File: config.mk
export PLATFORM = sky130hd
export DESIGN_NAME = pipeline_ctrl_flat
export DESIGN_NICKNAME = d
export VERILOG_FILES = /design/src/rtl/pipeline_ctrl_pkg.sv /design/src/rtl/pipeline_ctrl_if.sv /design/src/rtl/pipeline_ctrl_sat_counter.sv /design/src/rtl/pipeline_ctrl.sv /design/src/flat_wrapper.sv
export SDC_FILE = /design/constraint.sdc
export NUM_CORES = 1
export LEC_CHECK = 0
export ABC_AREA = 1
export BUFFER_PORTS_ARGS = -buffer_cell sky130_fd_sc_hd__buf_2
export CORE_MARGIN = 1.5
export CORE_UTILIZATION = 49
export CTS_CLUSTER_SIZE = 30
export DETAILED_ROUTE_END_ITERATION = 6
export GPL_TIMING_DRIVEN = 1
export PLACE_DENSITY = 0.78
export SYNTH_ARGS = -nofsm -noshare
export SYNTH_HDL_FRONTEND = slang
export SYNTH_SLANG_ARGS = --single-unit
File: constraint.sdc
create_clock -name clk -period 2.8 [get_ports clk]
set_input_delay 0.42 -clock clk [delete_from_list [all_inputs] [get_ports clk]]
set_output_delay 0.42 -clock clk [all_outputs]
set_load 0.005 [all_outputs]
File: src/rtl/pipeline_ctrl_pkg.sv
// rtl/pipeline_ctrl_pkg.sv - shared stage indices and PC defaults for pipeline_ctrl
package pipeline_ctrl_pkg;

  localparam int StageIF  = 0;
  localparam int StageID  = 1;
  localparam int StageEX  = 2;
  localparam int StageMEM = 3;
  localparam int StageWB  = 4;

  localparam int DEFAULT_PC_STEP  = 4;
  localparam int DEFAULT_RESET_PC = 0;

endpackage

File: src/rtl/pipeline_ctrl_if.sv
// rtl/pipeline_ctrl_if.sv - hazard/redirect requests in, PC and per-stage controls out
interface pipeline_ctrl_if #(
  parameter int NSTAGE = 5,
  parameter int PC_W   = 32,
  parameter int CNT_W  = 32
);
  logic [NSTAGE-1:0] stallreq_i;
  logic              branch_i;
  logic [PC_W-1:0]   branch_pc_i;
  logic              flush_i;
  logic [PC_W-1:0]   flush_pc_i;
  logic [PC_W-1:0]   pc_o;
  logic              ce_o;
  logic [NSTAGE-1:0] stall_o;
  logic [NSTAGE-1:0] bubble_o;
  logic              flush_o;
  logic [NSTAGE-1:0] valid_o;
  logic [CNT_W-1:0]  stall_cnt_o;
  logic [CNT_W-1:0]  retire_cnt_o;

  modport master (
    output stallreq_i, branch_i, branch_pc_i, flush_i, flush_pc_i,
    input  pc_o, ce_o, stall_o, bubble_o, flush_o, valid_o, stall_cnt_o, retire_cnt_o
  );

  modport slave (
    input  stallreq_i, branch_i, branch_pc_i, flush_i, flush_pc_i,
    output pc_o, ce_o, stall_o, bubble_o, flush_o, valid_o, stall_cnt_o, retire_cnt_o
  );
endinterface

File: src/rtl/pipeline_ctrl_sat_counter.sv
// rtl/pipeline_ctrl_sat_counter.sv - W-bit up counter that sticks at all-ones
module sat_counter #(
  parameter int W = 32
) (
  input  logic         clk,
  input  logic         rst,
  input  logic         inc,
  output logic [W-1:0] cnt
);

  always_ff @(posedge clk or posedge rst) begin
    if (rst) begin
      cnt <= '0;
    end else if (inc && (cnt != '1)) begin
      cnt <= cnt + W'(1);
    end
  end

endmodule

File: src/rtl/pipeline_ctrl.sv
// rtl/pipeline_ctrl.sv - PC sequencing plus stall/bubble/flush arbitration and valid tracking
module pipeline_ctrl
  import pipeline_ctrl_pkg::*;
#(
  parameter int              NSTAGE   = 5,
  parameter int              PC_W     = 32,
  parameter logic [PC_W-1:0] RESET_PC = PC_W'(DEFAULT_RESET_PC),
  parameter logic [PC_W-1:0] PC_STEP  = PC_W'(DEFAULT_PC_STEP),
  parameter int              CNT_W    = 32
) (
  input  logic          clk,
  input  logic          rst,
  pipeline_ctrl_if.slave bus
);

  logic [NSTAGE-1:0] stall_raw;
  logic [NSTAGE-1:0] bubble_raw;
  logic [NSTAGE-1:0] stall;
  logic [NSTAGE-1:0] bubble;
  logic [NSTAGE-1:0] valid;
  logic [NSTAGE-1:1] valid_hi;
  logic [PC_W-1:0]   pc;
  logic              ce;

  // Latch i holds when any stage at or beyond i requests; the latch just past
  // the highest requester is the only one that takes a bubble.
  for (genvar i = 0; i < NSTAGE; i++) begin : g_prio
    assign stall_raw[i] = |bus.stallreq_i[NSTAGE-1:i];
    if (i == 0) begin : g_first
      assign bubble_raw[i] = 1'b0;
    end else begin : g_rest
      assign bubble_raw[i] = bus.stallreq_i[i-1] & ~stall_raw[i];
    end
  end

  assign stall  = bus.flush_i ? '0 : stall_raw;
  assign bubble = bus.flush_i ? '0 : bubble_raw;
  assign valid  = {valid_hi, ce};

  always_ff @(posedge clk or posedge rst) begin
    if (rst) begin
      ce <= 1'b0;
      pc <= RESET_PC;
    end else begin
      ce <= 1'b1;
      // PC is held on the edge where ce rises so RESET_PC is the first fetch.
      if (ce) begin
        if (bus.flush_i) begin
          pc <= bus.flush_pc_i;
        end else if (!stall[StageIF]) begin
          pc <= bus.branch_i ? bus.branch_pc_i : pc + PC_STEP;
        end
      end
    end
  end

  always_ff @(posedge clk or posedge rst) begin
    if (rst) begin
      valid_hi <= '0;
    end else begin
      for (int i = 1; i < NSTAGE; i++) begin
        if (bus.flush_i) begin
          valid_hi[i] <= 1'b0;
        end else if (stall[i]) begin
          valid_hi[i] <= valid_hi[i];
        end else if (bubble[i]) begin
          valid_hi[i] <= 1'b0;
        end else begin
          valid_hi[i] <= valid[i-1];
        end
      end
    end
  end

  sat_counter #(.W(CNT_W)) u_stall_cnt (
    .clk (clk),
    .rst (rst),
    .inc (|stall),
    .cnt (bus.stall_cnt_o)
  );

  sat_counter #(.W(CNT_W)) u_retire_cnt (
    .clk (clk),
    .rst (rst),
    .inc (valid[NSTAGE-1]),
    .cnt (bus.retire_cnt_o)
  );

  assign bus.pc_o     = pc;
  assign bus.ce_o     = ce;
  assign bus.stall_o  = stall;
  assign bus.bubble_o = bubble;
  assign bus.flush_o  = bus.flush_i;
  assign bus.valid_o  = valid;

endmodule

File: src/flat_wrapper.sv
// flat-port wrapper written by rule: the top's interface ports become plain ports
module pipeline_ctrl_flat import pipeline_ctrl_pkg::*;
#(
  parameter int              NSTAGE   = 5,
  parameter int              PC_W     = 32,
  parameter logic [PC_W-1:0] RESET_PC = PC_W'(DEFAULT_RESET_PC),
  parameter logic [PC_W-1:0] PC_STEP  = PC_W'(DEFAULT_PC_STEP),
  parameter int              CNT_W    = 32
)
  (clk, rst, bus_stallreq_i, bus_branch_i, bus_branch_pc_i, bus_flush_i, bus_flush_pc_i, bus_pc_o, bus_ce_o, bus_stall_o, bus_bubble_o, bus_flush_o, bus_valid_o, bus_stall_cnt_o, bus_retire_cnt_o);
  pipeline_ctrl_if #(.NSTAGE(NSTAGE), .PC_W(PC_W), .CNT_W(CNT_W)) bus_i ();
  input  logic clk;
  input  logic rst;
  input wire logic [$bits(bus_i.stallreq_i)-1:0] bus_stallreq_i;
  input wire logic [$bits(bus_i.branch_i)-1:0] bus_branch_i;
  input wire logic [$bits(bus_i.branch_pc_i)-1:0] bus_branch_pc_i;
  input wire logic [$bits(bus_i.flush_i)-1:0] bus_flush_i;
  input wire logic [$bits(bus_i.flush_pc_i)-1:0] bus_flush_pc_i;
  output wire logic [$bits(bus_i.pc_o)-1:0] bus_pc_o;
  output wire logic [$bits(bus_i.ce_o)-1:0] bus_ce_o;
  output wire logic [$bits(bus_i.stall_o)-1:0] bus_stall_o;
  output wire logic [$bits(bus_i.bubble_o)-1:0] bus_bubble_o;
  output wire logic [$bits(bus_i.flush_o)-1:0] bus_flush_o;
  output wire logic [$bits(bus_i.valid_o)-1:0] bus_valid_o;
  output wire logic [$bits(bus_i.stall_cnt_o)-1:0] bus_stall_cnt_o;
  output wire logic [$bits(bus_i.retire_cnt_o)-1:0] bus_retire_cnt_o;
  assign bus_i.stallreq_i = bus_stallreq_i;
  assign bus_i.branch_i = bus_branch_i;
  assign bus_i.branch_pc_i = bus_branch_pc_i;
  assign bus_i.flush_i = bus_flush_i;
  assign bus_i.flush_pc_i = bus_flush_pc_i;
  assign bus_pc_o = bus_i.pc_o;
  assign bus_ce_o = bus_i.ce_o;
  assign bus_stall_o = bus_i.stall_o;
  assign bus_bubble_o = bus_i.bubble_o;
  assign bus_flush_o = bus_i.flush_o;
  assign bus_valid_o = bus_i.valid_o;
  assign bus_stall_cnt_o = bus_i.stall_cnt_o;
  assign bus_retire_cnt_o = bus_i.retire_cnt_o;
  pipeline_ctrl #(.NSTAGE(NSTAGE), .PC_W(PC_W), .RESET_PC(RESET_PC), .PC_STEP(PC_STEP), .CNT_W(CNT_W)) u_core (.clk(clk), .rst(rst), .bus(bus_i));
endmodule
# After elaboration in Yosys (flattened, before gate mapping)

Index checks and enable logic that the tools add are counted.
W data, S select, Z words.

Flip-flop bits (word level): 101
Input bits: 73
Output and inout bits: 113
Logic and storage cells: 51

Add/subtract/negate cells: 3
Equal/unequal tests: 7
Muxes and demuxes: 17
Bitwise gates (word level): 8
Reductions and logical operators: 8

Operators with widths:

| operator                | number |
|---|---|
| $mux W32                | 3 |
| $add A32 B1 Y32 const B | 2 |
| $ne A32 B32 Y1 const B  | 2 |
| $add A32 B3 Y32 const B | 1 |
| $mux W1                 | 12 |
| $mux W5                 | 2 |
| $ne A2 B2 Y1 const B    | 5 |
| $reduce_or A5 Y1        | 2 |
| $and A1 B1 Y1           | 4 |
| $not A1 Y1              | 4 |
| $reduce_or A4 Y1        | 1 |
| $reduce_or A3 Y1        | 1 |
| $logic_and A1 B1 Y1     | 2 |
| $reduce_and A2 Y1       | 1 |
| $reduce_or A2 Y1        | 1 |

# Longest topological paths before layout

Depth in word-level cells: 7
Mapped depth: 11
Mapped depth without buffers: 11

# Modules after synthesis

Synthesis repeated with hierarchy kept, for this count alone.

Cells, all modules: 1,218
Area, all modules: 7,543.5 sq um

By module, submodules not included:

| module        | instances | cells each | area each (sq um) | seq. area each (sq um) |
|---|---|---|---|---|
| sat_counter   | 2         | 361        | 2,257.2           | 800.8 |
| pipeline_ctrl | 1         | 496        | 3,029.2           | 925.9 |

# Least setup slack after synthesis

OpenSTA, ideal clock, no wires.

Path type: flip-flop to flip-flop
Start point: reg u_core.u_stall_cnt.cnt[0]
End point: reg u_core.u_stall_cnt.cnt[4]
Library setup time: 0.116 ns
Arrival time: 1.670 ns
Required time: 2.684 ns
Slack: 1.013 ns
Cell stages (with the launch flop): 12
Buffers on the path: 1
Period minus slack after synthesis: 1.787 ns
Cell sequence: dfrtp_1 ha_1 inv_2 nor3_4 nand2_2 nor2_4 nand2_4 nand2_8 inv_4 buf_6 nand2_2 nand2_1

Word-level cells in the longest chain between the ends: 2
Elaborated cells on any way between the ends: 3
Classes of those cells: add/sub: 1; eq/ne: 1; reduce/logical: 1

RTL lines:

| what                                                                    | line                            | source |
|---|---|---|
| from (decl)                                                             | pipeline_ctrl_sat_counter.sv:8  | `output logic [W-1:0] cnt` |
| from (signal assigned)                                                  | pipeline_ctrl_sat_counter.sv:15 | `cnt <= cnt + W'(1);` |
| parallel branches: the longest is 2 deep, another holds $add A32 B1 Y32 | --                              |  |

Parallel ways; which one is timed is not known.
A chain may end at the register's enable or synchronous reset.

# Worst setup path after layout

Start point: reg u_core.u_retire_cnt.cnt[0]
End point: reg u_core.u_retire_cnt.cnt[29]

Word-level cells in the longest chain between the ends: 2
Elaborated cells on any way between the ends: 3
Classes of those cells: add/sub: 1; eq/ne: 1; reduce/logical: 1

RTL lines:

| what                                                                    | line |
|---|---|
| from (decl)                                                             | pipeline_ctrl_sat_counter.sv:8 |
| from (signal assigned)                                                  | pipeline_ctrl_sat_counter.sv:15 |
| parallel branches: the longest is 2 deep, another holds $add A32 B1 Y32 | -- |

Parallel ways; which one is timed is not known.

==> metrics <==
routed vias/inst=5.20; global-route wire length before repair=34200 um; Max Slew Vio Count=0; final hold violations=0; Worst Reg-to-Reg Cells=10; Period minus WS final=2180 ps; number of global-route vias before repair=7195; slew margin rel.=0.532; final period utilization=0.777; Die X=124 um; CTS tree=built; Max clock buf depth=2; Net Count, Synth=1195; post-DP HPWL=15600 um; power per cell area=466 nW/um2; multi-input logic area=4120 um2; Routed WL=20600 um; num ports=186; area leader, netlist=dfrtp_1; post-synthesis sequential area ratio=0.354; sum of negative setup slack=0 ps; Layout Utilization=0.603; 1st-iter DRT viols=533; H-tree depth=3; RD Place Congestion=0.964; fmax=0.460 GHz; core box area=14000 um2; Worst setup SP type=register; multiplexer share of the synthesized area=0; Synth warnings=0; largest family of logic cells by synthesized area=simple AND/OR/NAND/NOR gates; clock skew=5.60 ps; area delta synth->final=18.7%; Synth area leaders=dfrtp_1 (35%), nand2_1 (25%), nor2_1 (8.4%), nand3_1 (6.9%), inv_1 (3.5%); ant diodes=0; number of distinct library cells after synthesis=42; peak supply drop=0.310 mV; CP Capture Type=register; Avg Cell Area, Syn=6.38 um2; Synth Cell Area=7130 um2; largest net degree at the start of global routing=102; FP Rows=43; Max Cap Viol=0; Worst-path clk slew=70 ps; wire per inst=14.0 um; XOR/XNOR share of the synthesized area=0.0552; status=finished, final reports clean; Starting Density=0.508; Simple-Gate Fraction of Synth Area=0.486; total setup buffers inserted after CTS=0; IO buf count=184; Worst Setup SP=u_core.u_retire_cnt.cnt[0]; Reg2Reg Capture Point=u_core.u_retire_cnt.cnt[29]; Clock Root Buffer=clkbuf_16; vias=7664; leakage=4.38 nW; Final setup violation count=0; Die Area=15300 um2; die height=124 um; Gate Count Post-Synth=1119; CP endpoint=u_core.u_retire_cnt.cnt[29]; Antenna Violating Nets Remaining=0; hold_buf cts=0; reg-to-reg startpoint=u_core.u_retire_cnt.cnt[0]; CTS buffer count=9; Max Fanout on Critical Path=25; Critical Path AT=2420 ps; Synth Area in Adders=0.00526; initial antenna violation count=0; GRT Overall Usage=0.285; Reg area=2530 um2; drt drc=0; FF+latch count, synth=101; Post-synth EDFFs=0; GRT overflow=0; post-synth top area share=0.354; drt pass-1 iters=5; Synth async-reset ratio=1.00; Fill cells=1412; reg2reg setup slack=620 ps; ys flop type=dfrtp_1; cts repair resizes=0; Nets=1365; Skew-Pair Late Insertion Delay=350 ps; clk sinks=101; post-synthesis compound-gate area fraction=0.0302; RSZ-0062 raised after global routing=no; Crit path required time=3040 ps; share of cells above drive strength 1=0.190; Hold WC Path Type=in -> async; measured slew at the worst slew-check pin=697 ps; CP Class=reg -> reg
==> placed cells by master, fill, tap and decap left out, drive strengths merged <==
cell type	netlist	layout
nor3	23	23
nand4	16	16
nor4	1	1
buf	26	192
xor2	27	27
a211oi	1	1
o22ai	1	1
o31ai	1	1
ha	3	3
clkbuf	7	10
o21a	1	1
nor2	167	167
and2	2	2
nand3	98	98
clkinvlp	0	3
bufinv	0	2
conb	2	2
xnor2	18	18
nor3b	1	1
o21ai	18	18
nand3b	8	8
o211ai	1	1
o32ai	1	1
or2	6	6
a32o	1	1
a21oi	14	14
dfrtp	101	101
inv	72	72
nand2	501	501
and3	1	1
==> cells in the mapped netlist (3+ instances only) <==
cell	number
nand3_1	98
nor2_2	4
inv_1	66
nor2_1	160
buf_1	4
inv_2	4
or2_2	6
dfrtp_1	101
ha_1	3
xor2_1	27
buf_4	11
nand2_2	14
xnor2_1	18
nand3b_1	8
buf_6	5
nand2_1	484
clkbuf_1	7
nand4_1	16
nor3_1	21
a21oi_1	14
o21ai_0	16
buf_2	6
==> where the power goes <==
group	leakage (nW)	internal [mW]	switching [mW]
Sequential	1.34	1.59	0.202
Clock	0.151	0.807	0.578
Combinational	2.90	0.323	0.454
==> routing by layer <==
layer	part of all wire	GRT usage	wire, um	vias to the layer above
li1	-	-	-	3848
met1	0.43	0.369	8960	3493
met2	0.47	0.475	9690	284
met3	0.070	0.0572	1450	39
met4	0.025	0.0948	523	0
met5	0	0	0	-
==> critical path: stages (launching register included) <==
cell	delay (ps)
dfrtp_1	420
ha_1	280
inv_2	70
nor2_2	170
nand2_2	110
nor2_4	150
nand3_1	100
nand2_2	270
inv_2	260
nand2_1	140
nand2_1	60
==> sequential cells by signal (all words and copies together), names as in the netlist <==
register,cells
u_core.u_stall_cnt.cnt,32
u_core.valid_hi,4
u_core.bus.pc_o,32
u_core.u_retire_cnt.cnt,32
u_core.bus.ce_o,1
==> how the worst min path moves through the flow <==
stage | from | end | slack, ps | cells past startpoint
global route | rst | u_core.u_stall_cnt.cnt[2] | 280 | 3
global placement | u_core.bus.pc_o[0] | u_core.bus.pc_o[0] | 490 | 2
finish | rst | u_core.u_stall_cnt.cnt[21] | 220 | 3
detailed placement | u_core.bus.pc_o[0] | u_core.bus.pc_o[0] | 500 | 2
CTS | rst | u_core.u_stall_cnt.cnt[25] | 250 | 3
floorplan | u_core.bus.pc_o[0] | u_core.bus.pc_o[0] | 470 | 2
==> logic make-up (layout without fill, tap and decap cells) <==
family                   after synthesis  after routing
XOR/XNOR                              45             45
buffers and inverters                105            279
adder cells (fa/ha/maj)                3              3
other                                  2              2
AND/OR/NAND/NOR                      824            824
flip-flops                           101            101
AO/OA/AOI/OAI                         39             39
==> metrics by stage <==
| stage | area, um2 | hold slack, ps | cells | power [mW] | setup WS, ps |
|---|---|---|---|---|---|
| floorplan | 7140 | 472 | 1119 | 2.26 | 1010 |
| global placement | 8150 | 492 | 1458 | 2.57 | 646 |
| global route | 8470 | 282 | 1473 | 4.17 | 417 |
| detailed placement | 8150 | 497 | 1458 | 2.59 | 580 |
| CTS | 8470 | 250 | 1473 | 3.98 | 617 |
| finish | 8470 | 220 | 1473 | 3.95 | 624 |
==> final cells by class <==
cell class                      instances  area share
Inverter                               72      0.0329
Multi-Input combinational cell        913       0.487
Clock inverter                          5     0.00990
Timing Repair Buffer                  192       0.117
Tap cell                              180      0.0266
Clock buffer                           10      0.0282
Sequential cell                       101       0.298
Note: power is estimated with default switching activity, not from simulation.
